`src/rtl/circ_buf_ptr_ctrl_if.sv`:
```
// Handshake bundle between the circular-buffer pointer controller and the
// producer/consumer datapaths. The master side issues push/pop/flush
// requests. The slave side is the controller, which answers with
// readiness, pointers and occupancy.
interface circ_buf_ptr_ctrl_if #(
  parameter int COLUMNS   = 32,
  parameter int PAR_READ  = 4,
  parameter int PAR_WRITE = 4
);
  localparam int PTR_W = $clog2(COLUMNS);
  localparam int CNT_W = $clog2(COLUMNS + 1);
  localparam int RN_W  = $clog2(PAR_READ + 1);
  localparam int WN_W  = $clog2(PAR_WRITE + 1);

  logic             flush;
  logic             wr_en;
  logic [WN_W-1:0]  wr_num;
  logic             wr_ready;
  logic             rd_en;
  logic [RN_W-1:0]  rd_num;
  logic             rd_ready;
  logic [PTR_W-1:0] write_ptr_out;
  logic [PTR_W-1:0] read_ptr_out;
  logic [CNT_W-1:0] count;
  logic             full;
  logic             empty;
  logic             req_err;

  modport master (
    output flush, wr_en, wr_num, rd_en, rd_num,
    input  wr_ready, rd_ready, write_ptr_out, read_ptr_out,
           count, full, empty, req_err
  );

  modport slave (
    input  flush, wr_en, wr_num, rd_en, rd_num,
    output wr_ready, rd_ready, write_ptr_out, read_ptr_out,
           count, full, empty, req_err
  );
endinterface

```
`src/rtl/circ_buf_ptr_ctrl.sv`:
```
// Read/write base-pointer controller for a circular column buffer of
// COLUMNS entries. Each cycle it accepts a variable-size push (up to
// PAR_WRITE) and a variable-size pop (up to PAR_READ). It tracks occupancy
// and flags oversized requests. Readiness looks only at the registered
// count, so a same-cycle push never enables a pop and a same-cycle pop
// never frees space for a push.
module circ_buf_ptr_ctrl #(
  parameter int COLUMNS   = 32,
  parameter int PAR_READ  = 4,
  parameter int PAR_WRITE = 4
) (
  input logic                 clk,
  input logic                 rst,
  circ_buf_ptr_ctrl_if.slave  bus
);
  localparam int PTR_W = $clog2(COLUMNS);
  localparam int CNT_W = $clog2(COLUMNS + 1);
  localparam int RN_W  = $clog2(PAR_READ + 1);
  localparam int WN_W  = $clog2(PAR_WRITE + 1);

  localparam logic [CNT_W-1:0] CNT_MAX = CNT_W'(COLUMNS);
  // Limits are held one bit wider than the request fields. The legality
  // compare then stays meaningful even when the field cannot exceed the limit.
  localparam logic [WN_W:0]    WN_MAX  = (WN_W + 1)'(PAR_WRITE);
  localparam logic [RN_W:0]    RN_MAX  = (RN_W + 1)'(PAR_READ);
  localparam logic [PTR_W:0]   PTR_WRAP = (PTR_W + 1)'(COLUMNS);

  logic [PTR_W-1:0] wr_ptr_q, rd_ptr_q;
  logic [CNT_W-1:0] cnt_q;
  logic             err_q;

  logic             wr_legal, rd_legal;
  logic             wr_fit, rd_fit;
  logic             wr_rdy, rd_rdy;
  logic [WN_W-1:0]  w_acc;
  logic [RN_W-1:0]  r_acc;
  logic [PTR_W-1:0] wr_ptr_nxt, rd_ptr_nxt;
  logic [CNT_W-1:0] cnt_nxt;
  logic [CNT_W:0]   cnt_sum;
  logic             err_nxt;

  // Advance a pointer by acc entries with one conditional wrap. acc never
  // exceeds COLUMNS, so a single subtraction keeps the result in range.
  function automatic logic [PTR_W-1:0] ptr_adv(input logic [PTR_W-1:0] p,
                                               input logic [PTR_W:0]   acc);
    logic [PTR_W:0] sum;
    sum = {1'b0, p} + acc;
    if (sum >= PTR_WRAP)
      sum = sum - PTR_WRAP;
    return sum[PTR_W-1:0];
  endfunction

  // Request legality, readiness and the amounts actually accepted this cycle
  always_comb begin
    wr_legal = {1'b0, bus.wr_num} <= WN_MAX;
    rd_legal = {1'b0, bus.rd_num} <= RN_MAX;
    wr_fit   = (CNT_MAX - cnt_q) >= CNT_W'(bus.wr_num);
    rd_fit   = cnt_q >= CNT_W'(bus.rd_num);
    wr_rdy   = wr_legal && wr_fit;
    rd_rdy   = rd_legal && rd_fit;
    w_acc    = (bus.wr_en && wr_rdy) ? bus.wr_num : '0;
    r_acc    = (bus.rd_en && rd_rdy) ? bus.rd_num : '0;
    err_nxt  = (bus.wr_en && !wr_legal) || (bus.rd_en && !rd_legal);
  end

  // Next pointers and occupancy; a flush overrides any accepted traffic
  always_comb begin
    wr_ptr_nxt = ptr_adv(wr_ptr_q, (PTR_W + 1)'(w_acc));
    rd_ptr_nxt = ptr_adv(rd_ptr_q, (PTR_W + 1)'(r_acc));
    cnt_sum    = {1'b0, cnt_q} + (CNT_W + 1)'(w_acc) - (CNT_W + 1)'(r_acc);
    cnt_nxt    = cnt_sum[CNT_W-1:0];
    if (bus.flush) begin
      wr_ptr_nxt = '0;
      rd_ptr_nxt = '0;
      cnt_nxt    = '0;
    end
  end

  // State registers. The error pulse is always taken from this cycle's
  // requests, including flush cycles.
  always_ff @(posedge clk or posedge rst) begin
    if (rst) begin
      wr_ptr_q <= '0;
      rd_ptr_q <= '0;
      cnt_q    <= '0;
      err_q    <= 1'b0;
    end else begin
      wr_ptr_q <= wr_ptr_nxt;
      rd_ptr_q <= rd_ptr_nxt;
      cnt_q    <= cnt_nxt;
      err_q    <= err_nxt;
    end
  end

  assign bus.wr_ready      = wr_rdy;
  assign bus.rd_ready      = rd_rdy;
  assign bus.write_ptr_out = wr_ptr_q;
  assign bus.read_ptr_out  = rd_ptr_q;
  assign bus.count         = cnt_q;
  assign bus.full          = (cnt_q == CNT_MAX);
  assign bus.empty         = (cnt_q == '0);
  assign bus.req_err       = err_q;
endmodule

```
`src/flat_wrapper.sv`:
```
// flat-port wrapper written by rule: the top's interface ports become plain ports
module circ_buf_ptr_ctrl_flat 
#(
  parameter int COLUMNS   = 32,
  parameter int PAR_READ  = 4,
  parameter int PAR_WRITE = 4
)
  (clk, rst, bus_flush, bus_wr_en, bus_wr_num, bus_rd_en, bus_rd_num, bus_wr_ready, bus_rd_ready, bus_write_ptr_out, bus_read_ptr_out, bus_count, bus_full, bus_empty, bus_req_err);
  circ_buf_ptr_ctrl_if #(.COLUMNS(COLUMNS), .PAR_READ(PAR_READ), .PAR_WRITE(PAR_WRITE)) bus_i ();
  input logic clk;
  input logic rst;
  input wire logic [$bits(bus_i.flush)-1:0] bus_flush;
  input wire logic [$bits(bus_i.wr_en)-1:0] bus_wr_en;
  input wire logic [$bits(bus_i.wr_num)-1:0] bus_wr_num;
  input wire logic [$bits(bus_i.rd_en)-1:0] bus_rd_en;
  input wire logic [$bits(bus_i.rd_num)-1:0] bus_rd_num;
  output wire logic [$bits(bus_i.wr_ready)-1:0] bus_wr_ready;
  output wire logic [$bits(bus_i.rd_ready)-1:0] bus_rd_ready;
  output wire logic [$bits(bus_i.write_ptr_out)-1:0] bus_write_ptr_out;
  output wire logic [$bits(bus_i.read_ptr_out)-1:0] bus_read_ptr_out;
  output wire logic [$bits(bus_i.count)-1:0] bus_count;
  output wire logic [$bits(bus_i.full)-1:0] bus_full;
  output wire logic [$bits(bus_i.empty)-1:0] bus_empty;
  output wire logic [$bits(bus_i.req_err)-1:0] bus_req_err;
  assign bus_i.flush = bus_flush;
  assign bus_i.wr_en = bus_wr_en;
  assign bus_i.wr_num = bus_wr_num;
  assign bus_i.rd_en = bus_rd_en;
  assign bus_i.rd_num = bus_rd_num;
  assign bus_wr_ready = bus_i.wr_ready;
  assign bus_rd_ready = bus_i.rd_ready;
  assign bus_write_ptr_out = bus_i.write_ptr_out;
  assign bus_read_ptr_out = bus_i.read_ptr_out;
  assign bus_count = bus_i.count;
  assign bus_full = bus_i.full;
  assign bus_empty = bus_i.empty;
  assign bus_req_err = bus_i.req_err;
  circ_buf_ptr_ctrl #(.COLUMNS(COLUMNS), .PAR_READ(PAR_READ), .PAR_WRITE(PAR_WRITE)) u_core (.clk(clk), .rst(rst), .bus(bus_i));
endmodule
```
`config.mk`:
```
export PLATFORM = sky130hd
export DESIGN_NAME = circ_buf_ptr_ctrl_flat
export DESIGN_NICKNAME = d
export VERILOG_FILES = /design/src/rtl/circ_buf_ptr_ctrl_if.sv /design/src/rtl/circ_buf_ptr_ctrl.sv /design/src/flat_wrapper.sv
export SDC_FILE = /design/constraint.sdc
export NUM_CORES = 1
export LEC_CHECK = 0
export CORE_ASPECT_RATIO = 1.2
export CORE_MARGIN = 2
export CORE_UTILIZATION = 54
export CTS_CLUSTER_SIZE = 20
export DETAILED_ROUTE_END_ITERATION = 16
export GPL_TIMING_DRIVEN = 0
export PLACE_DENSITY = 0.81
export SLEW_MARGIN = 20
export SYNTH_ARGS = -nofsm -noshare
export SYNTH_HDL_FRONTEND = slang
export SYNTH_SLANG_ARGS = --single-unit
```
`constraint.sdc`:
```
create_clock -name clk -period 6.4 [get_ports clk]
set_input_delay 1.28 -clock clk [delete_from_list [all_inputs] [get_ports clk]]
set_output_delay 1.28 -clock clk [all_outputs]
set_load 0.02 [all_outputs]
```
==> metrics.txt, run 1 <==
die height 60.5 um; Area contributors post-synth dfrtp_1 (30%), ha_1 (21%), inv_1 (5.5%); Vias 1198; Hold Buf Count CTS 0; clock skew 2.27 ps; ant diodes 0; core outline area about 2500 um2; fin nets 225; final core utilization roughly 72%; vias in the first global route approximately 1200; Worst setup EP type output pin; RSZ-0062 raised after global routing false; EDFF count, synth 0; final setup fails 0; die width about 51 um; synthesized area approximately 1400 um2; number of fillers in the final layout 200; TritonRoute pass-1 iters 4; row cnt 20; Final Hold Violating Endpoints 0; Setup CP Type in2out; Routed WL 3280 um; syn nets 189; Yosys reg bits 17; # DRC 0; Vias/cell 5.47; CTS max path bufs 2; initial antenna violation count 0; post-layout min period 4770 ps; WP data required between 5000 and 6000 ps; Skew-Pair Late Insertion Delay 300 ps; CTS sink cnt 17; worst path arrival time ~3500 ps; average cell area after synthesis 9.50 um2; post-synth top area cell dfrtp_1; ys async rst share between 90% and 100%; Pwr Density 373 nW/um2; routability cong. 0.755; CTS tree done; hold depth 2; Yosys warning total 0; Pleak around 0.90 nW; Reg clk slew, reported paths 110 ps; layout cell share with drive strength beyond 1 3.76%; status finished, final reports clean; root buf cell clkbuf_4; grt ovf 0; Worst VDD drop 0.281 mV; first-pass GRT wire length 5500 um; share of the synthesized area in the top cell type a little under 30%; Total Routing Usage GR between 20% and 30%; most common cell after layout, fill and taps aside clkdlybuf4s50_1; max-slew violations 0; Starting Density 56.8%; area growth from synthesis to layout 26.3%; Ports 32; Unique masters post-synth 35; headroom to the max-slew limit 47.9%; Hold/Removal Path Class reg2reg; period utilization 74.5%; Resized Gates After CTS 0; post-CTS setup buffers 0; Least-Margin Pin Slew 777 ps; CTS H-tree lvls 1; TritonCTS Buffers 3; sequential cell area fraction in the yosys report 29.6%; setup_tns 0 ps; I/O Buffers 31; Most used DFF post-synth dfrtp_1; DRT iter0 DRCs 38; largest net degree at the start of global routing 18; most frequent cells in the layout clkdlybuf4s50_1 (31), ha_1 (24), inv_1 (21); drt wl/cell 15.0 um; dpl hpwl about 2600 um; Fmax 0.210 GHz; CP max FO 3; MaxCap Viol Count 0; Die ar. 3090 um2; Reg2Reg Depth 15; type of origin of the critical path input pin; Fin Hold WS 556 ps; number of routed nets with antenna violations 0; Cells after Synth 151
-- critical path, cell delays in order --
cell             delay [ps]
clkdlybuf4s50_1         500
ha_1                    230
nand2b_1                140
a21oi_1                 140
nor2b_1                  80
o31ai_1                 360
a21oi_1                 190
clkdlybuf4s50_1         570
-- metal layers --
metal | vias to the layer above | routed length, um | GRT usage (%)
met1 | 577 | 1450 | 29.8
met3 | 5 | 99 | 2.71
met5 | - | 0 | 0
li1 | 591 | - | -
met4 | 0 | 56 | 10.4
met2 | 25 | 1680 | 42.7
-- per-stage QoR --
step / cell area, um2 / power [mW] / cells / setup WS, ps
after global placement: 1790 / 0.592 / 215 / 1690
after floorplan: 1440 / 0.472 / 151 / 2300
final: 1810 / 0.677 / 219 / 1630
after detailed placement: 1790 / 0.615 / 215 / 1540
after global routing: 1810 / 0.742 / 219 / 1540
after CTS: 1810 / 0.677 / 219 / 1660
-- sequential cells by signal, summed over array words and instances (netlist names) --
signal	cells
u_core.bus.count	6
u_core.bus.write_ptr_out	5
u_core.bus.read_ptr_out	5
u_core.bus.req_err	1
-- final cells by class --
type	instances	area (um2)	area share (%)
clock buffer	4	26.3	1.45
tap	33	41.3	2.28
inverter	21	78.8	4.35
timing repair buffer	31	310	17.1
sequential	17	425	23.5
buffer	2	7.51	0.414
multi-input combinational	111	923	50.9
-- power by group --
group | switching (mW) | internal, mW | total [mW]
combinational | 0.232 | 0.221 | 0.453
clock | 0.0376 | 0.0243 | 0.0620
sequential | 0.0312 | 0.131 | 0.162
total | 0.301 | 0.376 | 0.677
-- cells in the mapped netlist (2+ instances only) --
| master | n |
|---|---|
| and3_1 | 2 |
| and4_1 | 2 |
| and2_1 | 2 |
| o21ai_0 | 2 |
| nor2b_1 | 8 |
| inv_1 | 21 |
| clkbuf_1 | 2 |
| xnor2_1 | 6 |
| nor2_1 | 11 |
| fa_1 | 3 |
| xor2_1 | 5 |
| or3_1 | 2 |
| dfrtp_1 | 17 |
| a21oi_1 | 9 |
| a211o_1 | 2 |
| o21bai_1 | 2 |
| ha_1 | 24 |
| a211oi_1 | 2 |
| nand2b_1 | 3 |
| nor3b_1 | 4 |
| nand2_1 | 3 |
| a21o_1 | 5 |
| o31ai_1 | 2 |
-- final timing paths --
| kind | startpoint | endpoint | slack, ps |
|---|---|---|---|
| max reg2reg | u_core.bus.count[0]$_DFF_PP0_ | u_core.bus.count[5]$_DFF_PP0_ | 2620 |
| min reg2reg | u_core.bus.read_ptr_out[4]$_DFF_PP0_ | u_core.bus.read_ptr_out[4]$_DFF_PP0_ | 560 |
| max | bus_rd_num[0] | bus_rd_ready | 1630 |
| max in group asynchronous | rst | u_core.bus.write_ptr_out[2]$_DFF_PP0_ | 4600 |
| min in group asynchronous | rst | u_core.bus.read_ptr_out[2]$_DFF_PP0_ | 1360 |
| min | u_core.bus.read_ptr_out[4]$_DFF_PP0_ | u_core.bus.read_ptr_out[4]$_DFF_PP0_ | 560 |
-- cells by family (layout without fill, tap and decap cells) --
group           after synthesis  in the layout  share of synthesized area [%]
simple gates                 43             43                           17.5
compound gates               30             30                           15.0
fa+ha+maj                    27             27                           25.1
buf+inv                      23             58                           6.02
flops                        17             17                           29.6
xor+xnor                     11             11                           6.71
(Power assumes the default switching activity.)
==> run 2: changes to the inputs <==
Settings changed: CORE_UTILIZATION 54 to 50, PLACE_DENSITY 0.81 to 0.75.
Clock period 6.4 ns to 4.6 ns, I/O delays scaled along.
==> metrics.txt, run 2 (synthesis results as in run 1) <==
status finished, final reports clean; Least-Margin Pin Slew 714 ps (-63.0 ps); initial antenna violation count 0 (unchanged); area growth from synthesis to layout 26.5%; Die ar. 3320 um2 (+7.4%); most frequent cells in the layout clkdlybuf4s50_1 (31), ha_1 (24), inv_1 (21); setup_tns 0 ps (unchanged); R2R setup slack 850 ps (-1770 ps); Final Hold Violating Endpoints 0 (unchanged); Skew-Pair Late Insertion Delay 300 ps (about the same); total chip power 922 uW (+36%); core outline area 2760 um2 (+9.2%); Hold Buf Count CTS 0 (unchanged); clock skew 6.79 ps (+4.52 ps); Setup CP Type in2reg; Critical Path Start bus_wr_num[0]; drt wl/cell 14.1 um (-6.0%); die width 52.9 um (+3.6%); Vias 1182 (-1.3%); vias in the first global route 1224 (-1.7%); Worst setup EP type flip-flop; Pwr Density 508 nW/um2 (+36%); headroom to the max-slew limit 52.1% (+4.2 points); worst r2r src u_core.bus.count[0]$_DFF_PP0_; ant diodes 0 (unchanged); MaxCap Viol Count 0 (unchanged); CTS H-tree lvls 1 (unchanged); Worst VDD drop 0.317 mV (+13%); RSZ-0062 raised after global routing false; first-pass GRT wire length 5350 um (-2.6%); Ports 32 (unchanged); # DRC 0 (unchanged); CP max FO 8 (+5); reg2reg end u_core.bus.count[5]$_DFF_PP0_; I/O Buffers 31 (unchanged); layout cell share with drive strength beyond 1 4.30% (+0.54 points); CP max stage cell clkdlybuf4s50_1; Reg2Reg Depth 15 (unchanged); worst path arrival time 4260 ps (+770 ps); final setup fails 0 (unchanged); CTS max path bufs 2 (unchanged); fin nets 225 (unchanged); Max stage delay on crit path 510 ps (-60 ps); Routed WL 3100 um (-5.6%); TritonCTS Buffers 3 (unchanged); Starting Density 52.0% (-4.8 points); post-CTS setup buffers 0 (unchanged); Resized Gates After CTS 0 (unchanged); root buf cell clkbuf_4; Hold Startpoint u_core.bus.read_ptr_out[4]$_DFF_PP0_; row cnt 21 (+5.0%); crit path capture u_core.bus.count[5]$_DFF_PP0_; routability cong. 0.750 (-0.56%); Vias/cell 5.37 (-1.8%); Total Routing Usage GR 21.4% (-2.6 points); grt ovf 0 (unchanged); number of routed nets with antenna violations 0 (unchanged); Hold/Removal Path Class reg2reg; post-layout min period 4090 ps; number of flip-flops in the largest register 6 (unchanged); crit-path cells clkdlybuf4s50_1 -> ha_1 -> nand2b_1 -> a21o_1 -> a221o_1 -> and4_2 -> xnor2_1 -> ha_1 -> ha_1 -> a21o_1 -> a21o_1 -> a21oi_1 -> o21bai_1 -> xor2_1 -> nor2_1; Fmax 0.244 GHz; period utilization 89.0%; TritonRoute pass-1 iters 4 (unchanged); Reg clk slew, reported paths 100 ps (about the same); CTS tree done; most common cell after layout, fill and taps aside clkdlybuf4s50_1; CTS sink cnt 17 (unchanged); Pleak 0.902 nW (+0.30%); max-slew violations 0 (unchanged); DRT iter0 DRCs 23 (-39%); die height 62.7 um (+3.7%); type of origin of the critical path input pin; WP data required 4770 ps (-350 ps); largest net degree at the start of global routing 18 (unchanged); dpl hpwl 2510 um (-3.1%)
## run 2: metal layers
| layer | wire, um | global-route usage, % | vias up |
|---|---|---|---|
| li1 | - | - | 589 |
| met1 | 1430 | 28.7 | 556 |
| met2 | 1510 | 34.7 | 32 |
| met3 | 120 | 3.11 | 5 |
| met4 | 40 | 7.37 | 0 |
| met5 | 0 | 0 | - |
## run 2: worst max-delay path: cells and delay by family
family	cells	cell delay, ps
fa+ha+maj	3	850
compound gates	6	1190
xor+xnor	2	260
buf+inv	1	510
simple gates	3	510
## run 2: worst min-delay path by stage
stage	endpoint	slack [ps]	cells past startpoint
2_1_floorplan	u_core.bus.write_ptr_out[4]$_DFF_PP0_	640	2
3_3_place_gp	u_core.bus.read_ptr_out[4]$_DFF_PP0_	530	2
3_5_place_dp	u_core.bus.read_ptr_out[4]$_DFF_PP0_	550	2
4_1_cts	u_core.bus.write_ptr_out[4]$_DFF_PP0_	570	2
5_1_grt	u_core.bus.write_ptr_out[4]$_DFF_PP0_	600	2
6_report	u_core.bus.read_ptr_out[4]$_DFF_PP0_	560	2
## run 2: where the power goes
part	internal [mW]	switching (mW)	total, mW
combinational	0.305	0.312	0.616
clock	0.0324	0.0497	0.0821
sequential	0.182	0.0414	0.224
total	0.520	0.403	0.922
## run 2: cell type report
class | count | area (um2)
inverter | 21 | 78.8
clock inverter | 1 | 5.00
multi-input combinational | 111 | 923
timing repair buffer | 31 | 310
clock buffer | 3 | 22.5
tap | 34 | 42.5
buffer | 2 | 7.51
sequential | 17 | 425
fill | 232 | 943
## run 2: stage by stage
| step | utilization, % | hold slack (ps) | cells | setup WS [ps] | instance area (um2) |
|---|---|---|---|---|---|
| detailed placement | 64.8 | 550 | 216 | 196 | 1790 |
| CTS | 65.8 | 568 | 220 | 509 | 1820 |
| global route | 65.8 | 598 | 220 | 196 | 1820 |
| finish | 65.8 | 563 | 220 | 505 | 1820 |
| floorplan | - | 638 | 151 | 858 | 1440 |
| global placement | 64.8 | 532 | 216 | 253 | 1790 |
==> run 3: changes to the inputs <==
Settings changed: CTS_CLUSTER_SIZE 20 to not set.
==> results of run 3 <==
Same layout as run 2: the final DEF is identical, and so are final timing and power.
